$ cat src/rtl/bcd_seg_scan_if.sv
// Signal bundle between the result path and the seven-segment scan stage.
// The master drives the BCD word and display controls; the slave drives the display pins.
interface bcd_seg_scan_if;
    logic [31:0] bcd_in;
    logic        load;
    logic        blank_lz;
    logic [7:0]  dp_mask;
    logic [7:0]  an;
    logic [6:0]  seg;
    logic        dp;
    logic        frame_tick;
    logic        bad_digit;

    modport master (
        output bcd_in, load, blank_lz, dp_mask,
        input  an, seg, dp, frame_tick, bad_digit
    );

    modport slave (
        input  bcd_in, load, blank_lz, dp_mask,
        output an, seg, dp, frame_tick, bad_digit
    );
endinterface

$ cat src/rtl/bcd_seg_scan.sv
// Time-multiplexed 8-digit common-anode display driver with leading-zero blanking,
// decimal points and a double-buffered display word that only changes at frame boundaries.
module bcd_seg_scan #(
    parameter int unsigned SCAN_DIV = 50000,
    parameter int unsigned CNT_W    = 20
) (
    input logic          clk,
    input logic          rst_n,
    bcd_seg_scan_if.slave bus
);

    logic [CNT_W-1:0] div_cnt;
    logic [2:0]       idx;
    logic [31:0]      display;
    logic [31:0]      pending;
    logic             pend_valid;

    logic             tc;
    logic             wrap;
    logic [3:0]       nib;
    logic [7:0]       blank;
    logic             run;
    logic             bad_any;

    function automatic logic [6:0] seg_code(input logic [3:0] d);
        case (d)
            4'd0:    seg_code = 7'h40;
            4'd1:    seg_code = 7'h79;
            4'd2:    seg_code = 7'h24;
            4'd3:    seg_code = 7'h30;
            4'd4:    seg_code = 7'h19;
            4'd5:    seg_code = 7'h12;
            4'd6:    seg_code = 7'h02;
            4'd7:    seg_code = 7'h78;
            4'd8:    seg_code = 7'h00;
            4'd9:    seg_code = 7'h10;
            default: seg_code = 7'h3F;
        endcase
    endfunction

    assign tc   = (div_cnt == CNT_W'(SCAN_DIV - 1));
    assign wrap = tc && (idx == 3'd7);

    always_ff @(posedge clk or negedge rst_n) begin
        if (!rst_n) begin
            div_cnt        <= '0;
            idx            <= '0;
            bus.frame_tick <= 1'b0;
        end else begin
            div_cnt        <= tc ? '0 : div_cnt + CNT_W'(1);
            if (tc)
                idx <= idx + 3'd1;
            bus.frame_tick <= wrap;
        end
    end

    // A load on the wrap edge goes straight to the display and leaves nothing pending.
    always_ff @(posedge clk or negedge rst_n) begin
        if (!rst_n) begin
            display    <= '0;
            pending    <= '0;
            pend_valid <= 1'b0;
        end else if (wrap) begin
            if (bus.load)
                display <= bus.bcd_in;
            else if (pend_valid)
                display <= pending;
            pend_valid <= 1'b0;
        end else if (bus.load) begin
            pending    <= bus.bcd_in;
            pend_valid <= 1'b1;
        end
    end

    // Scan from the top digit down; a zero run ends at a non-zero digit or a lit decimal point.
    always_comb begin
        nib     = display[{idx, 2'b00} +: 4];
        blank   = '0;
        run     = bus.blank_lz;
        bad_any = 1'b0;
        for (int unsigned j = 0; j < 7; j++) begin
            run          = run && (display[4*(7-j) +: 4] == 4'd0) && !bus.dp_mask[7-j];
            blank[7-j]   = run;
        end
        for (int unsigned i = 0; i < 8; i++)
            bad_any = bad_any | (display[4*i +: 4] > 4'd9);
    end

    always_ff @(posedge clk or negedge rst_n) begin
        if (!rst_n) begin
            bus.an        <= '1;
            bus.seg       <= '1;
            bus.dp        <= 1'b1;
            bus.bad_digit <= 1'b0;
        end else begin
            if (blank[idx]) begin
                bus.an  <= '1;
                bus.seg <= '1;
                bus.dp  <= 1'b1;
            end else begin
                bus.an  <= ~(8'd1 << idx);
                bus.seg <= seg_code(nib);
                bus.dp  <= ~bus.dp_mask[idx];
            end
            bus.bad_digit <= bad_any;
        end
    end

endmodule
$ cat src/flat_wrapper.sv
// flat-port wrapper written by rule: the top's interface ports become plain ports
module bcd_seg_scan_flat 
#(
    parameter int unsigned SCAN_DIV = 50000,
    parameter int unsigned CNT_W    = 20
)
  (clk, rst_n, bus_bcd_in, bus_load, bus_blank_lz, bus_dp_mask, bus_an, bus_seg, bus_dp, bus_frame_tick, bus_bad_digit);
  bcd_seg_scan_if bus_i ();
  input logic clk;
  input logic rst_n;
  input wire logic [$bits(bus_i.bcd_in)-1:0] bus_bcd_in;
  input wire logic [$bits(bus_i.load)-1:0] bus_load;
  input wire logic [$bits(bus_i.blank_lz)-1:0] bus_blank_lz;
  input wire logic [$bits(bus_i.dp_mask)-1:0] bus_dp_mask;
  output wire logic [$bits(bus_i.an)-1:0] bus_an;
  output wire logic [$bits(bus_i.seg)-1:0] bus_seg;
  output wire logic [$bits(bus_i.dp)-1:0] bus_dp;
  output wire logic [$bits(bus_i.frame_tick)-1:0] bus_frame_tick;
  output wire logic [$bits(bus_i.bad_digit)-1:0] bus_bad_digit;
  assign bus_i.bcd_in = bus_bcd_in;
  assign bus_i.load = bus_load;
  assign bus_i.blank_lz = bus_blank_lz;
  assign bus_i.dp_mask = bus_dp_mask;
  assign bus_an = bus_i.an;
  assign bus_seg = bus_i.seg;
  assign bus_dp = bus_i.dp;
  assign bus_frame_tick = bus_i.frame_tick;
  assign bus_bad_digit = bus_i.bad_digit;
  bcd_seg_scan #(.SCAN_DIV(SCAN_DIV), .CNT_W(CNT_W)) u_core (.clk(clk), .rst_n(rst_n), .bus(bus_i));
endmodule
$ cat config.mk
export PLATFORM = sky130hd
export DESIGN_NAME = bcd_seg_scan_flat
export DESIGN_NICKNAME = d
export VERILOG_FILES = /design/src/rtl/bcd_seg_scan_if.sv /design/src/rtl/bcd_seg_scan.sv /design/src/flat_wrapper.sv
export SDC_FILE = /design/constraint.sdc
export NUM_CORES = 1
export LEC_CHECK = 0
export CAP_MARGIN = 20
export CELL_PAD_IN_SITES_DETAIL_PLACEMENT = 2
export CELL_PAD_IN_SITES_GLOBAL_PLACEMENT = 2
export CORE_MARGIN = 1.5
export CORE_UTILIZATION = 35
export CTS_BUF_LIST = sky130_fd_sc_hd__clkbuf_8
export DETAILED_ROUTE_END_ITERATION = 10
export PLACE_DENSITY_LB_ADDON = 0.1
export SLEW_MARGIN = 20
export SYNTH_ARGS = -nofsm -noshare
export SYNTH_HDL_FRONTEND = slang
export SYNTH_SLANG_ARGS = --single-unit
$ cat constraint.sdc
create_clock -name clk -period 2.2 [get_ports clk]
set_clock_uncertainty 0.15 [all_clocks]
set_input_delay 0.44 -clock clk [delete_from_list [all_inputs] [get_ports clk]]
set_output_delay 0.44 -clock clk [all_outputs]
set_load 0.02 [all_outputs]
# After elaboration in Yosys (flattened, before gate mapping)
# Memory sizes are Yosys's and may differ from the RTL's.
# Cells that the tools add are included.
op_classes:
  n_mux: 12
  n_eq_ne: 2
  shift: 2
  n_reduce_logical: 33
  bitwise_logic: 10
  add_sub_neg: 2
  magnitude_cmp: 9
op_table:
  columns: ["op", "count"]
  rows:
  - ["$mux W32", 2]
  - ["$gt A4 B4 Y1 const B", 8]
  - ["$shiftx A32 B6 Y4", 1]
  - ["$logic_not A4 Y1", 7]
  - ["$add A20 B1 Y20 const B", 1]
  - ["$eq A20 B16 Y1 const B", 1]
  - ["$mux W20", 1]
  - ["$logic_and A1 B1 Y1", 15]
  - ["$mux W8", 1]
  - ["$not A8 Y8", 1]
  - ["$shl A1 B3 Y8 const A", 1]
  - ["$logic_not A1 Y1", 7]
  - ["$mux W7", 1]
  - ["$or A1 B1 Y1", 7]
  - ["$bmux W1 S3", 2]
  - ["$mux W1", 5]
  - ["$lt A3 B4 Y1 const B", 1]
  - ["$reduce_and A2 Y1", 2]
  - ["$reduce_bool A2 Y1", 2]
  - ["$add A3 B1 Y3 const B", 1]
  - ["$eq A3 B3 Y1 const B", 1]
  - ["$not A1 Y1", 2]
totals:
  out_inout_bits: 18
  word_cells: 81
  mem_count: 1
  regBits: 106
  romBits: 112
memory_table:
  columns: ["memory", "depth", "width", "rd", "rd_clocked_by_memory_dff", "wr", "line", "source"]
  rows:
  - ["(no name shown)", 16, 7, 1, 0, 0, "bcd_seg_scan.sv:26", "case (d)"]

# Depth between registers and ports, before layout
logic_depth:
  word_depth: 18
  depth_mapped: 8
  mapped_depth_nobuf: 7

# Least setup slack after synthesis
# Ideal clock, no wire load.
synth_path:
  kind: "reg-to-reg"
  from: "register u_core.idx[0]"
  to: "register u_core.bus.seg[5]"
  path_stages_with_launch: 9
  synth_period_minus_slack_ns: 2.374
  slack_ns: -0.174
  arrival_ns: 2.139
  cell_sequence: "dfrtp_1 buf_6 mux4_1 mux2i_1 inv_1 ha_1 nor2_1 o21a_1 o21ai_0"
synth_between:
  elab_chain_cells: 3
  word_cells_on_any_way: 5
  cone_classes: "shift: 1; mux: 3; memory: 1"
synth_rtl:
  columns: ["element", "line", "source"]
  rows:
  - ["start, declared", "bcd_seg_scan.sv:13", "logic [2:0] idx;"]
  - ["start signal, assigned", "bcd_seg_scan.sv:52", "idx <= idx + 3'd1;"]
  - ["$shiftx A32 B6 Y4 / $bmux W1 S3 (equally long branches)", "bcd_seg_scan.sv:77, bcd_seg_scan.sv:96", null]
  - ["$mem_v2 Z16 W7 / $mux W1 (equally long branches)", null, null]
  - ["$mux W7 *", "bcd_seg_scan.sv:96", "if (blank[idx]) begin"]
  - ["end signal, assigned", "bcd_seg_scan.sv:102", "bus.seg <= seg_code(nib);"]
  - ["end, declared", "bcd_seg_scan_if.sv:21", "output an, seg, dp, frame_tick, bad_digit"]
# Every way passes the cells marked *; elsewhere a longest branch is shown, timed or not. The select of a mux whose other input is x is not followed.
# A chain may end at the register's enable or synchronous reset.

# Worst setup path in the final report
layout_path:
  from: "register u_core.display[25]"
  to: "register u_core.bus.seg[2]"
layout_between:
  elab_chain_cells: 16
  word_cells_on_any_way: 18
  cone_classes: "shift: 1; mux: 3; reduce/logical: 13; memory: 1"
layout_rtl:
  columns: ["element", "line", "source"]
  rows:
  - ["start, declared", "bcd_seg_scan.sv:14", "logic [31:0] display;"]
  - ["start signal, assigned", "bcd_seg_scan.sv:65", "display <= bus.bcd_in;"]
  - ["start signal, assigned", "bcd_seg_scan.sv:67", "display <= pending;"]
  - ["$logic_not A4 Y1", "bcd_seg_scan.sv:82", "run = run && (display[4*(7-j) +: 4] == 4'd0) && !bus.dp_mask[7-j];"]
  - ["$logic_and A1 B1 Y1 (12 in series)", "bcd_seg_scan.sv:82", null]
  - ["$bmux W1 S3", "bcd_seg_scan.sv:96", null]
  - ["$mux W1 (not written as such)", "bcd_seg_scan.sv:96", null]
  - ["$mux W7 *", "bcd_seg_scan.sv:96", null]
# Marks and branches as above.

==> metrics.yaml <==
die:
  initial_utilization_pct: 36.2
  die_h_um: 123
  core_um2: 14000
  die_area_um2: 15200
  pin_count: 62
  core.rowCount: 43
  die_x_um: 123
clock_network:
  htree_num_levels: 3
  cts_root_buf: "clkbuf_8"
  cts_made_buffers: 9
  clock_latency_ns: 0.39
  clk_pin_slew_ns: 0.11
  tritoncts: "done"
  max-clock-path-buffers: 2
  clock-sinks: 106
yosys:
  yosysTopAreaCell: "dfrtp_1"
  netlist.area_leader.share_pct: 44.5
  syn-num-nets: 478
  synth.avg_cell_area_um2: 12.0
  synth-main-ff-cell: "dfrtp_1"
  synth_cells: 422
  ys_ff_latch: 106
  synthArstFlopShare_pct: 100
  synth_enable_flop_cells: 0
  seq_area_frac_synth_pct: 52.8
  yosys-top-cells-area: "dfrtp_1, dfstp_2, mux2i_1"
  ys.warnings.count: 0
  syn_area_um2: 5060
  synthDistinctLibCells: 50
sta:
  tightest_slew_ns: 0.354
  rsz0062_at_grt: "true"
  fin_setup_tns_ns: -0.952
  finalSetupViolations: 29
  fin_crit_sh_pct: 104
  drv_slew: 0
  hold_ws_ns: 0.265
  slew_headroom_pct: 76.2
  worst_slack_ns: -0.0883
  hold_violations: 0
  fin_crit_ns: 2.29
  max_freq_mhz: 437
global_route:
  grt_pass1_vias: 4225
  grt_use_met3_pct: 3.46
  gr-usage-met2_pct: 36.0
  grt_start_max_net_pins: 65
  grt_pass1_wl_um: 23100
  antenna_found_initial: 0
  grt_overflow: 0
  use_met1_pct: 26.1
  grt_busiest_layer: "met2"
  track_usage_pct: 20.3
critical_path:
  r2r-start: "u_core.display[25]"
  endpoint_kind: "flip-flop"
  cp.buffers_inverters: 0
  cpLargestDelayFamily: "simple AND/OR/NAND/NOR gates"
  crit_path_max_incr_delay_ns: 0.56
  worst_path_max_delay_cell: "or4_4"
  worst_ep_arrival_time_ns: 2.45
  critPathKind: "flip-flop to flip-flop"
  cp-start-kind: "flip-flop"
  path_cells: "or4_4, nor4_4, o2111ai_2, a211o_4, o21ai_1"
  worst-path-max-fanout: 6
  crit_start: "u_core.display[25]"
  crit_required_ns: 2.36
finish:
  syn2layout_area_growth_pct: 36.4
  final_cells: 738
  seqCellArea_um2: 2670
  multi_input_area_um2: 2450
  diodes: 0
  drive_above_1_share_pct: 34.2
  nets: 609
  final_cell_mix: "dfrtp_1, buf_4, clkdlybuf4s50_1"
  final_common_cell: "dfrtp_1"
  final_design_area_no_fill_um2: 6910
  n_fill_cell: 1409
power:
  p_leak_uw: 0.00308
  ir_worst_vdd_uv: 340
  p_per_area_nw_per_um2: 553
  p_total_uw: 3820
outcome:
  outcome: "complete, but fails checks"
  violations: "setup timing"
detailed_routing:
  firstDrtPassIters: 4
  drt-initial-drc-count: 169
  vias: 3745
  wl_per_cell_um: 19.2
  drc: 0
  totalWireLength_um: 14200
  drtAntennaViolNets: 0
  viasPerCell: 5.07
worst_hold_path:
  hold_path.class: "primary input to asynchronous set/reset pin"
placed_design:
  io_buffers: 61
  place_area_um2: 6280
  dpl.hpwl_um: 10100
  gp_congestion: 0.803
  dp_cells: 704
flow_run:
  maxCapViolCount: 0
[cell families after synthesis]
| group | count (synthesis) | share of synthesized area (%) |
|---|---|---|
| flip-flops | 106 | 52.8 |
| multiplexers | 81 | 19.3 |
| AND/OR/NAND/NOR | 119 | 12.3 |
| AO/OA/AOI/OAI | 60 | 6.55 |
| adder cells (fa/ha/maj) | 12 | 2.96 |
| XOR/XNOR | 19 | 3.29 |
| buffers and inverters | 25 | 2.82 |
[stage by stage]
stage          util [%]  setup WS (ns)
2_1_floorplan         -         0.0119
3_3_place_gp       44.9         -0.532
3_5_place_dp       44.9         -0.613
4_1_cts            48.8        -0.0497
5_1_grt            49.4         -0.125
6_report           49.4        -0.0883
[path summary, 6_finish.rpt]
kind                                       to  depth (start not counted)  slack (ns)
max                         u_core.bus.seg[2]                          5       -0.09
min                        u_core.pending[18]                          2        0.26
max reg2reg                 u_core.bus.seg[2]                          5       -0.09
min reg2reg                 u_core.div_cnt[0]                          1        0.35
max in group asynchronous    u_core.bus.an[6]                          3        1.06
min in group clk            u_core.div_cnt[0]                          1        0.35
[where the power goes]
group / switching, µW / internal, µW
Combinational: 158 / 208
Sequential: 29.0 / 2010
Clock: 687 / 733
[what timing repair did]
item	CTS	global route
gates cloned	4	0
hold buffers	1	0
endpoints found under the setup margin	44	48
buffers inserted	11	3
pin swaps	13	6
gates resized for setup	35	19
endpoints found under the hold margin	9	0
[final cells by class]
cell class	instances	share of cell area, %
clock buffers	12	2.39
clock inverters	4	1.05
inverters	8	0.435
multi-input cells	292	35.4
flip-flops and latches	106	38.7
well taps	180	3.26
repair buffers	136	18.8
[cell usage after synthesis, types with 2 or more instances]
cell / number
a21oi_1: 2
and2_1: 4
and3_1: 3
buf_6: 5
clkbuf_1: 10
dfrtp_1: 90
dfstp_2: 16
ha_1: 12
inv_1: 7
mux2_2: 32
mux2i_1: 39
mux4_2: 9
nand2_1: 48
nand3_1: 11
nand4_1: 5
nor2_1: 20
nor2b_1: 2
nor3_1: 4
nor4_1: 2
o21ai_0: 42
o21ai_1: 7
o21ai_2: 2
or2_2: 2
or4_1: 5
xnor2_1: 12
xor2_1: 7
[layer usage]
metal  vias up  wire length [µm]
li1       1759                 -
met1      1927              6320
met2        47              7400
met3        12               318
met4         0               145
met5         -                 0
[flip-flops by register name, summed over array words and instances (netlist names)]
signal and cells:
u_core.bus.bad_digit 1, u_core.bus.seg 7, u_core.display 32, u_core.bus.dp 1, u_core.idx 3, u_core.bus.an 8, u_core.div_cnt 20, u_core.bus.frame_tick 1
u_core.pend_valid 1, u_core.pending 32
No activity file was read; power rests on OpenSTA's default activity.
